**config.mk**
```make
export PLATFORM = sky130hd
export DESIGN_NAME = apb_rd_streamer
export DESIGN_NICKNAME = d
export VERILOG_FILES = /design/src/rtl/apb_rd_streamer.sv
export SDC_FILE = /design/constraint.sdc
export NUM_CORES = 1
export LEC_CHECK = 0
export CAP_MARGIN = 20
export CORE_MARGIN = 10
export CORE_UTILIZATION = 28
export CTS_BUF_LIST = sky130_fd_sc_hd__clkbuf_4
export DETAILED_ROUTE_END_ITERATION = 10
export GPL_ROUTABILITY_DRIVEN = 1
export PLACE_DENSITY_LB_ADDON = 0.12
export SETUP_SLACK_MARGIN = 0.02
export SLEW_MARGIN = 20
export SYNTH_ARGS = -nofsm -noshare
export SYNTH_HDL_FRONTEND = slang
export SYNTH_SLANG_ARGS = --single-unit
```
**constraint.sdc**
```tcl
create_clock -name S_APB_aclk -period 5.15 [get_ports S_APB_aclk]
set_input_delay 1.03 -clock S_APB_aclk [delete_from_list [all_inputs] [get_ports S_APB_aclk]]
set_output_delay 1.03 -clock S_APB_aclk [all_outputs]
set_load 0.005 [all_outputs]
```
**src/rtl/apb_rd_streamer.sv**
```systemverilog
// APB read master: fetches Rd_Length words from Rd_Base and emits them as one AXI-Stream packet.
// Optional ACCESS-phase watchdog enabled by defining APB_TIMEOUT_EN.

module apb_rd_streamer #(
  parameter int unsigned ADDR_W      = 32,
  parameter int unsigned DATA_W      = 32,
  parameter int unsigned LEN_W       = 12,
  parameter int unsigned TIMEOUT_CYC = 256
) (
  input  logic              S_APB_aclk,
  input  logic              S_APB_aresetn,
  input  logic              Rd_start,
  input  logic [ADDR_W-1:0] Rd_Base,
  input  logic [LEN_W-1:0]  Rd_Length,
  output logic              Rd_busy,
  output logic              Rd_done,
  output logic              Rd_err,
  output logic [ADDR_W-1:0] M_APB_paddr,
  output logic              M_APB_psel,
  output logic              M_APB_penable,
  output logic              M_APB_pwrite,
  output logic [DATA_W-1:0] M_APB_pwdata,
  input  logic [DATA_W-1:0] M_APB_prdata,
  input  logic              M_APB_pready,
  input  logic              M_APB_pslverr,
  output logic [DATA_W-1:0] M_AXIS_tdata,
  output logic              M_AXIS_tvalid,
  output logic [3:0]        M_AXIS_tkeep,
  output logic              M_AXIS_tlast,
  input  logic              M_AXIS_tready
);

  typedef enum logic [2:0] {StIdle, StSetup, StAccess, StPush, StDone} state_e;

  state_e             r_state;
  state_e             w_state_d;
  logic               r_start_s;
  logic               r_start_d;
  logic [ADDR_W-1:0]  r_base;
  logic [LEN_W-1:0]   r_len;
  logic [LEN_W-1:0]   r_idx;
  logic [DATA_W-1:0]  r_tdata;
  logic               r_last;
  logic               r_err;

  logic w_start_edge;
  logic w_accept;
  logic w_acc_done;
  logic w_acc_err;
  logic w_psel;
  logic w_penable;
  logic w_busy;
  logic w_done;
  logic w_tvalid;

  assign w_start_edge = r_start_s & ~r_start_d;
  assign w_accept     = (r_state == StIdle) && w_start_edge;

`ifdef APB_TIMEOUT_EN
  localparam int unsigned TmoW = $clog2(TIMEOUT_CYC + 1);

  logic [TmoW-1:0] r_tmo_cnt;
  logic            w_tmo;

  // Counts ACCESS cycles without pready; the last allowed cycle forces an error completion.
  assign w_tmo = (r_tmo_cnt == TmoW'(TIMEOUT_CYC - 1));

  always_ff @(posedge S_APB_aclk or negedge S_APB_aresetn) begin
    if (!S_APB_aresetn) begin
      r_tmo_cnt <= '0;
    end else if (r_state == StAccess && !M_APB_pready) begin
      r_tmo_cnt <= r_tmo_cnt + TmoW'(1);
    end else begin
      r_tmo_cnt <= '0;
    end
  end

  assign w_acc_done = M_APB_pready | w_tmo;
  assign w_acc_err  = M_APB_pready ? M_APB_pslverr : w_tmo;
`else
  assign w_acc_done = M_APB_pready;
  assign w_acc_err  = M_APB_pslverr;
`endif

  always_ff @(posedge S_APB_aclk or negedge S_APB_aresetn) begin
    if (!S_APB_aresetn) begin
      r_state   <= StIdle;
      r_start_s <= 1'b0;
      r_start_d <= 1'b0;
    end else begin
      r_state   <= w_state_d;
      r_start_s <= Rd_start;
      r_start_d <= r_start_s;
    end
  end

  always_comb begin
    w_state_d = r_state;
    w_psel    = 1'b0;
    w_penable = 1'b0;
    w_busy    = 1'b0;
    w_done    = 1'b0;
    w_tvalid  = 1'b0;
    unique case (r_state)
      StIdle: begin
        if (w_start_edge) begin
          w_state_d = (Rd_Length == '0) ? StDone : StSetup;
        end
      end
      StSetup: begin
        w_psel    = 1'b1;
        w_busy    = 1'b1;
        w_state_d = StAccess;
      end
      StAccess: begin
        w_psel    = 1'b1;
        w_penable = 1'b1;
        w_busy    = 1'b1;
        if (w_acc_done) begin
          w_state_d = StPush;
        end
      end
      StPush: begin
        w_tvalid = 1'b1;
        w_busy   = 1'b1;
        if (M_AXIS_tready) begin
          w_state_d = r_last ? StDone : StSetup;
        end
      end
      StDone: begin
        w_done    = 1'b1;
        w_state_d = StIdle;
      end
      default: w_state_d = StIdle;
    endcase
  end

  // r_last doubles as the "stop after this beat" flag for errored accesses.
  always_ff @(posedge S_APB_aclk or negedge S_APB_aresetn) begin
    if (!S_APB_aresetn) begin
      r_base  <= '0;
      r_len   <= '0;
      r_idx   <= '0;
      r_tdata <= '0;
      r_last  <= 1'b0;
      r_err   <= 1'b0;
    end else begin
      if (w_accept) begin
        r_base <= Rd_Base;
        r_len  <= Rd_Length;
        r_idx  <= '0;
        r_err  <= 1'b0;
      end
      if (r_state == StAccess && w_acc_done) begin
        r_tdata <= w_acc_err ? '0 : M_APB_prdata;
        r_last  <= w_acc_err | (r_idx == r_len - LEN_W'(1));
        if (w_acc_err) begin
          r_err <= 1'b1;
        end
      end
      if (r_state == StPush && M_AXIS_tready && !r_last) begin
        r_idx <= r_idx + LEN_W'(1);
      end
    end
  end

  assign M_APB_paddr   = r_base + (ADDR_W'(r_idx) << 2);
  assign M_APB_psel    = w_psel;
  assign M_APB_penable = w_penable;
  assign M_APB_pwrite  = 1'b0;
  assign M_APB_pwdata  = '0;

  assign M_AXIS_tdata  = r_tdata;
  assign M_AXIS_tvalid = w_tvalid;
  assign M_AXIS_tkeep  = {4{w_tvalid}};
  assign M_AXIS_tlast  = w_tvalid & r_last;

  assign Rd_busy = w_busy;
  assign Rd_done = w_done;
  assign Rd_err  = r_err;

endmodule
```
# == After elaboration in Yosys (flattened, before gate mapping) ==
# Cells that the tools add are included.
# op_classes
muxes,17
eq_ne,8
n_addsub,3
n_reduce_logical,11
bitwise_logic,4
# op_table
op,n
32-bit by 14-bit adder with 32-bit output,1
32-bit 2-to-1 mux,1
12-bit 2-to-1 mux,2
3-bit 2-to-1 mux,5
12-bit by 1-bit adder with 12-bit output (second input constant),1
12-bit equality test,1
12-bit zero test,1
3-bit case mux with 4 select lines,1
12-bit by 1-bit subtractor with 12-bit output (second input constant),1
1-bit 2-to-1 mux,8
3-bit by 2-bit equality test with 1-bit output (second input constant),2
2-bit != test (second input constant),3
1-bit logical AND,4
3-bit by 1-bit equality test with 1-bit output (second input constant),1
3-bit equality test (second input constant),1
3-bit zero test,1
3-bit AND reduction,1
3-bit OR reduction,1
1-bit bitwise AND,2
2-bit nonzero test,1
2-bit OR reduction,1
1-bit zero test,1
1-bit NOT,1
1-bit bitwise OR,1
# word_totals
regBits,95
input_bits,82
elab_cells,52
out_inout_bits,108

# == Depth between registers and ports, before layout ==
# Gate-level depths: netlist of the first run.
# depth
ltp_word,6
ltp_mapped,10
mapped_depth_nobuf,9

# == Least setup slack after synthesis of the first run ==
# No wires, ideal clock.
# synth_timing
path_kind,register to output
from,reg r_idx[0]
to,out M_APB_paddr[30]
path_buffers,1
slack_ns,1.884
path_stages_with_launch,11
t_required_ns,4.120
arrival_ns,2.236
cell_sequence,dfrtp_1 -> ha_1 -> inv_1 -> fa_1 -> nand2b_1 -> a21oi_1 -> a211oi_1 -> o21a_1 -> buf_2 -> nor4b_1 -> xor2_1
# synth_between
elab_chain_cells,1
# synth_rtl
element,line,source
start: declaration,41,logic [LEN_W-1:0] r_idx;
start signal: assignment,162,r_idx <= r_idx + LEN_W'(1);
32-bit by 14-bit adder with 32-bit output,167,assign M_APB_paddr = r_base + (ADDR_W'(r_idx) << 2);
end: declaration,18,"output logic [ADDR_W-1:0] M_APB_paddr,"
# Every way passes these cells.

# == Final worst setup path of the first run ==
# Ends and elaborated chain as after synthesis.

==> results of run 1 <==
## kinds of logic (layout without fill, tap and decap cells)
family	Yosys count	after routing	synth area share, %
and+or+nand+nor	315	315	26.36
DFF	95	95	43.67
AOI/OAI and AO/OA	88	88	9.377
buffers and inverters	79	186	8.228
xor gates and xnor gates	45	45	7.240
adders and majority gates	15	15	3.585
muxes	8	8	1.471
other	1	33	0.06888
## where the power goes
| part | total [mW] | switching, mW | leakage [nW] | internal [mW] |
|---|---|---|---|---|
| Clock | 0.370 | 0.270 | 0.0576 | 0.0995 |
| Combinational | 1.91 | 0.850 | 1.97 | 1.06 |
| Sequential | 1.36 | 0.316 | 1.19 | 1.05 |
## layout make-up
| class | instances | share of cell area, % |
|---|---|---|
| well taps | 260 | 4.524 |
| inverters | 11 | 0.5742 |
| repair buffers | 159 | 21.92 |
| multi-input cells | 504 | 38.30 |
| clock inverters | 7 | 0.6786 |
| clock buffers | 9 | 0.9396 |
| flip-flops and latches | 95 | 33.06 |
## through the flow
step	std cells	power, mW
final	1045	3.640
after global routing	1045	4.004
after CTS	1045	3.717
after detailed placement	1029	3.323
after global placement	1029	3.285
after floorplan	678	2.355
## state kept, by name, summed over array words and instances (netlist names)
signal / flops
r_start_d: 1
r_base: 32
r_state: 3
r_len: 12
Rd_err: 1
r_last: 1
M_AXIS_tdata: 32
r_idx: 12
r_start_s: 1
## worst paths after layout
kind / to / slack [ns]
hold / removal: r_start_d$_DFF_PN0_ / 0.41
min in group asynchronous: r_base[25]$_DFFE_PN0P_ / 0.63
setup / recovery: M_APB_paddr[30] / 0.59
setup reg to reg: r_last$_DFFE_PN0P_ / 2.83
hold reg to reg: r_start_d$_DFF_PN0_ / 0.41
max in group asynchronous: r_base[0]$_DFFE_PN0P_ / 3.50
## worst max-delay path: cells and delay by family, from the launching register on
family / cells / cell delay (ns)
DFF: 1 / 0.46
and+or+nand+nor: 2 / 0.60
adders and majority gates: 2 / 0.60
AOI/OAI and AO/OA: 3 / 0.64
xor gates and xnor gates: 1 / 0.18
buffers and inverters: 2 / 0.58
## cells in the final DEF, fill, tap and decap left out, types with 14 or more instances in the layout
master           count
ha_1                14
nor2_1              30
conb_1              33
clkdlybuf4s50_1    154
xor2_1              20
xnor2_1             25
nand2b_1            37
o21ai_0             52
dfrtp_1             95
nand2_1            189
## routing by layer
layer  track usage, %  vias to the layer above  routed length [um]
met4            2.401                        0                 124
met3            3.279                        8                 690
li1                 -                     2324                   -
met1            16.56                     2185                7866
met2            20.56                      122                7431
met5                0                        -                   0
==> metrics.md, run 1 <==
| Metric | Value |
|---|---|
| Worst path slowest cell | `clkdlybuf4s50_1` |
| Number of buffers created by CTS | `9` |
| Peak fanout along the critical path | `9` |
| Cell Area, Synth | `approximately 0.0054 mm2` |
| Worst hold slack | `0.4073 ns` |
| Clock slew at reported path FFs | `0.16 ns` |
| Commonest cells post-synth | `190 x nand2_1, 95 x dfrtp_1, 52 x o21ai_0` |
| Routed WL | `16.11 mm` |
| Area leader, netlist | `dfrtp_1` |
| CP Capture Type | `output port` |
| Clock Tree Buf Depth | `2` |
| Routed Antenna Nets | `0` |
| Area after DPL | `0.007074 mm2` |
| RR Startpoint | `r_state[2]$_DFFE_PN0P_` |
| Pin count of the biggest net entering global routing | `67` |
| Final instance area | `0.007191 mm2` |
| Routed length per placed instance | `15.42 um` |
| Pwr dens | `506.2 mW/mm2` |
| Layout Skew | `0.02067 ns` |
| Min Tclk post-route | `4.559 ns` |
| Hold path depth | `0` |
| Worst vdd ir | `0.0002660 V` |
| Synth top area share | `43.67%` |
| Peak Freq | `219.4 MHz` |
| Vias per Instance | `4.439` |
| Worst Tran Pin Value | `about 0.92 ns` |
| Leakage | `between 3 and 4 nW` |
| Status | `finished clean` |
| Total congestion overflow | `0` |
| CP Class | `register to output port` |
| Total GRT Usage | `12.63%` |
| # hold bufs at CTS | `0` |
| CP cell instances | `ha_1 -> inv_1 -> fa_1 -> nand2b_1 -> a21oi_1 -> a211oi_1 -> o21a_1 -> nor4b_1 -> xor2_1 -> clkdlybuf4s50_1` |
| Register area | `0.002377 mm2` |
| Via Count | `4639` |
| Starting Density | `28.81%` |
| Drt pass-1 iters | `4` |
| Residual DRC | `0` |
| Synth Register Bits | `95` |
| Tcrit/Tclk final | `between 80 and 90%` |
| Final WS setup | `0.5911 ns` |
| I/O pins | `190` |
| Sequential area share after synthesis | `43.67%` |
| DP Wirelength | `about 12 mm` |
| Share of cells above drive strength 1 | `3.312%` |
| Worst hold path class | `register to register` |
| Cell variety after synth | `48` |
| Setup bufs post-CTS | `0` |
| MaxCap Viol Count | `0` |
| Sink Count | `95` |
| CTS tree | `done` |
| Syn avg cell area | `~8.4 um2` |
| Asr flop ratio synth | `100.0%` |
| Hold Fails Final Rpt | `0` |
| Row count | `50` |
| Main area contributors after synthesis | `dfrtp_1 44%, nand2_1 13%, buf_4 5.4%` |
| First-pass GRT wire length | `26.32 mm` |
| Clock Latency Late Sink | `0.46 ns` |
| Final Util | `roughly two fifths` |
| Pre-CTS setup slack | `1.089 ns` |
| Area Overhead vs Synth | `32.08%` |
| Die area | `~0.025 mm2` |
| CTS resizes | `0` |
| Mapped Cells | `approximately 650` |
| Req. time, crit path | `4.12 ns` |
| Slowest stage delay, CP | `0.52 ns` |
| Synth warn | `0` |
| Final-layout fill cell count | `between 1500 and 2000` |
| Vias in the first global route | `4846` |
| # nets final | `between 800 and 900` |
| Iter 0 DRT Violations | `roughly 210` |
| Count leader, synth | `nand2_1` |
| Setup violations, final | `0` |
| Reg2reg path depth | `6` |
| Crit. Startpoint | `r_idx[0]$_DFFE_PN0P_` |
| Post-synth EDFFs | `0` |
| Hold_sp | `r_start_s$_DFF_PN0_` |
| Die Y | `159.4 um` |
| Core Area | `0.01889 mm2` |
| GP Congestion | `0.8401` |
| Slew Limit Headroom | `38.54%` |
| Top FF cell, synth | `dfrtp_1` |
| Startpoint types | `register` |
| Area of the multi-input gates | `0.002754 mm2` |
| # H-tree levels | `3` |
| Port Buffers | `156` |
| CP arrival | `3.53 ns` |
| Antenna cells | `0` |
| RSZ-0062 raised after global routing | `no` |
| Setup TNS | `0 ns` |
| Die width | `159.4 um` |
| Clock Root Buffer | `clkbuf_4` |
| Antenna violations before repair | `0` |
| Slew Limit Fails | `0` |
(Power assumes the default switching activity.)
==> run 2, diff against run 1 <==
- ABC_AREA: unset -> 1
- CORE_UTILIZATION: 28 -> 52
==> metrics.md, run 2 <==
| Metric | Value |
|---|---|
| Setup bufs post-CTS | `0 (unchanged)` |
| Final Util | `67.85% (+30 points)` |
| Sequential area share after synthesis | `41.08% (-2.6 points)` |
| Count leader, synth | `nand2_1` |
| Cell variety after synth | `42 (-13%)` |
| Hold Fails Final Rpt | `0 (unchanged)` |
| Post-synth EDFFs | `0 (unchanged)` |
| Die Y | `125.5 um (-21%)` |
| Req. time, crit path | `4.12 ns (about the same)` |
| Sink Count | `95 (unchanged)` |
| Sequential power share | `35.2% (-2.3 points)` |
| CP arrival | `3.04 ns (-0.49 ns)` |
| Die area | `0.01575 mm2 (-38%)` |
| Total GRT Usage | `20.80% (+8.2 points)` |
| Cells after DPL | `1049 (+1.9%)` |
| CP Class | `register to output port` |
| Commonest cells post-synth | `231 x nand2_1, 95 x dfrtp_1, 76 x nor2_1` |
| Share of cells above drive strength 1 | `4.545% (+1.2 points)` |
| Clock Tree Buf Depth | `2 (unchanged)` |
| Area of the multi-input gates | `0.002855 mm2 (+3.7%)` |
| CP Capture Type | `output port` |
| Worst vdd ir | `0.0003245 V (+22%)` |
| Vias in the first global route | `5531 (+14%)` |
| Global routing met1 resource utilization | `22.75% (+6.2 points)` |
| Global routing usage on met2 | `34.53% (+14 points)` |
| Setup TNS | `0 ns (unchanged)` |
| Routed length per placed instance | `15.47 um (+0.35%)` |
| Drt pass-1 iters | `7 (+3)` |
| CTS resizes | `0 (unchanged)` |
| Clock Latency Late Sink | `0.49 ns (+0.03 ns)` |
| Layout Skew | `0.01894 ns (-0.001723 ns)` |
| Mapped Cells | `778 (+20%)` |
| Starting Density | `53.15% (+24 points)` |
| Non-filler cells, final | `1064 (+1.8%)` |
| Antenna cells | `0 (unchanged)` |
| # H-tree levels | `3 (unchanged)` |
| Slew Limit Fails | `0 (unchanged)` |
| Routed WL | `16.46 mm (+2.2%)` |
| Power share of the combinational group | `55.4% (+3.0 points)` |
| Leakage | `3.488 nW (+8.3%)` |
| Total congestion overflow | `0 (unchanged)` |
| Register area | `0.002377 mm2 (unchanged)` |
| # hold bufs at CTS | `0 (unchanged)` |
| Syn avg cell area | `7.438 um2 (-12%)` |
| Area Overhead vs Synth | `27.65%` |
| Startpoint types | `register` |
| Clock Root Buffer | `clkbuf_4` |
| Crit path max-delay family | `adder cells` |
| CTS tree | `done` |
| Cell Area, Synth | `0.005787 mm2 (+6.3%)` |
| Clock slew at reported path FFs | `0.16 ns (about the same)` |
| Slew Limit Headroom | `39.42% (+0.88 points)` |
| Status | `finished clean` |
| Tcrit/Tclk final | `79.04% (-9.5 points)` |
| I/O pins | `190 (unchanged)` |
| Area leader, netlist | `dfrtp_1` |
| Vias per Instance | `5.040 (+14%)` |
| Min Tclk post-route | `4.070 ns (-0.4886 ns)` |
| Iter 0 DRT Violations | `371 (+78%)` |
| MaxCap Viol Count | `0 (unchanged)` |
| Core Area | `0.01089 mm2 (-42%)` |
| Peak Freq | `245.7 MHz (+12%)` |
| Asr flop ratio synth | `100.0% (unchanged)` |
| Final-layout fill cell count | `950 (-51%)` |
| Number of buffers created by CTS | `9 (unchanged)` |
| GP Congestion | `0.9115 (+8.5%)` |
| Routed Antenna Nets | `0 (unchanged)` |
| Antenna violations before repair | `0 (unchanged)` |
| Worst path slowest cell | `clkdlybuf4s50_1` |
| Synth warn | `0 (unchanged)` |
| CP cell instances | `ha_1 -> inv_1 -> fa_1 -> nor3_1 -> nor2_1 -> o21ai_2 -> nand2_1 -> xor2_1 -> clkdlybuf4s50_1` |
| Global routing's busiest layer | `met2` |
| Fraction of power spent switching nets | `42.24% (+2.8 points)` |
| Pin count of the biggest net entering global routing | `67 (unchanged)` |
| Port Buffers | `156 (unchanged)` |
| Worst Tran Pin Value | `0.9077 ns (-0.01421 ns)` |
| Synth Register Bits | `95 (unchanged)` |
| Residual DRC | `0 (unchanged)` |
| R2r setup slk | `2.50 ns (-0.33 ns)` |
| GR Util met3 | `10.73% (+7.5 points)` |
| First-pass GRT wire length | `27.31 mm (+3.7%)` |
| Crit path buffers/inverters | `2 (unchanged)` |
| Net switching power | `1.705 mW (+19%)` |
| Via Count | `5363 (+16%)` |
| DP Wirelength | `13.12 mm (+7.0%)` |
| Die width | `125.5 um (-21%)` |
| # nets final | `1017 (+16%)` |
| Most frequent cells in the layout | `231 x nand2_1, 155 x clkdlybuf4s50_1, 95 x dfrtp_1` |
| Most common cell after layout, fill and taps aside | `nand2_1` |
| Synth top area share | `41.08% (-2.6 points)` |
| Setup violations, final | `0 (unchanged)` |
| Main area contributors after synthesis | `dfrtp_1 41%, nand2_1 15%, buf_4 5.3%` |
| Clock power share | `9.4% (-0.8 points)` |
| RSZ-0062 raised after global routing | `no` |
| Slowest stage delay, CP | `0.53 ns (about the same)` |
| Row count | `38 (-24%)` |
| Int Pwr | `2.331 mW (+5.8%)` |
| Peak fanout along the critical path | `6 (-3)` |
| Pwr dens | `546.5 mW/mm2 (+8.0%)` |
| Top FF cell, synth | `dfrtp_1` |
| Worst hold path class | `register to register` |
-- run 2: path summary, 6_finish.rpt --
kind,endpoint,from,depth (start not counted)
worst max register to register,r_idx[2]$_DFFE_PN0P_,r_state[1]$_DFFE_PN0P_,8
worst min-delay path,r_start_d$_DFF_PN0_,r_start_s$_DFF_PN0_,0
worst min register to register,r_start_d$_DFF_PN0_,r_start_s$_DFF_PN0_,0
worst max-delay path,M_APB_paddr[20],r_idx[0]$_DFFE_PN0P_,9
max in group asynchronous,M_AXIS_tdata[17]$_DFFE_PN0P_,S_APB_aresetn,2
min in group asynchronous,r_base[30]$_DFFE_PN0P_,S_APB_aresetn,1
-- run 2: logic make-up after synthesis --
family	Yosys count	share of synthesized area [%]
adders and majority gates	15	3.373
AOI/OAI and AO/OA	111	10.18
buffers and inverters	136	11.74
muxes	2	0.3460
xor gates and xnor gates	35	5.297
other	1	0.06480
DFF	95	41.08
and+or+nand+nor	383	27.91
-- run 2: area by class of cell --
| type | count | area share [%] |
|---|---|---|
| multi-input cells | 579 | 38.65 |
| repair buffers | 158 | 21.31 |
| clock inverters | 5 | 0.5589 |
| clock buffers | 10 | 1.016 |
| flip-flops and latches | 95 | 32.18 |
| inverters | 77 | 3.913 |
| well taps | 140 | 2.371 |
-- run 2: metal layers --
layer  share of wire, %  routed length (um)
met4                1.4                 230
met1                 39                6456
met3                 11                1741
met2                 49                8034
met5                  0                   0
-- run 2: through the flow --
step / power (mW) / hold WS, ns / area [um2] / worst slack (ns)
3_3_place_gp: 3.630 / 0.3592 / 7271 / 1.662
5_1_grt: 4.408 / 0.4181 / 7387 / 0.8707
6_report: 4.037 / 0.4041 / 7387 / 1.080
2_1_floorplan: 2.592 / 0.3537 / 5907 / 2.345
4_1_cts: 4.081 / 0.4104 / 7387 / 1.060
3_5_place_dp: 3.686 / 0.3752 / 7271 / 1.653
-- run 2: power groups by stage --
stage | combinational (mW) | clock [mW] | sequential [mW]
finish | 2.24 | 0.378 | 1.42
global route | 2.52 | 0.421 | 1.47
floorplan | 1.23 | 0 | 1.36
CTS | 2.27 | 0.394 | 1.42
global placement | 2.21 | 0 | 1.42
detailed placement | 2.25 | 0 | 1.43
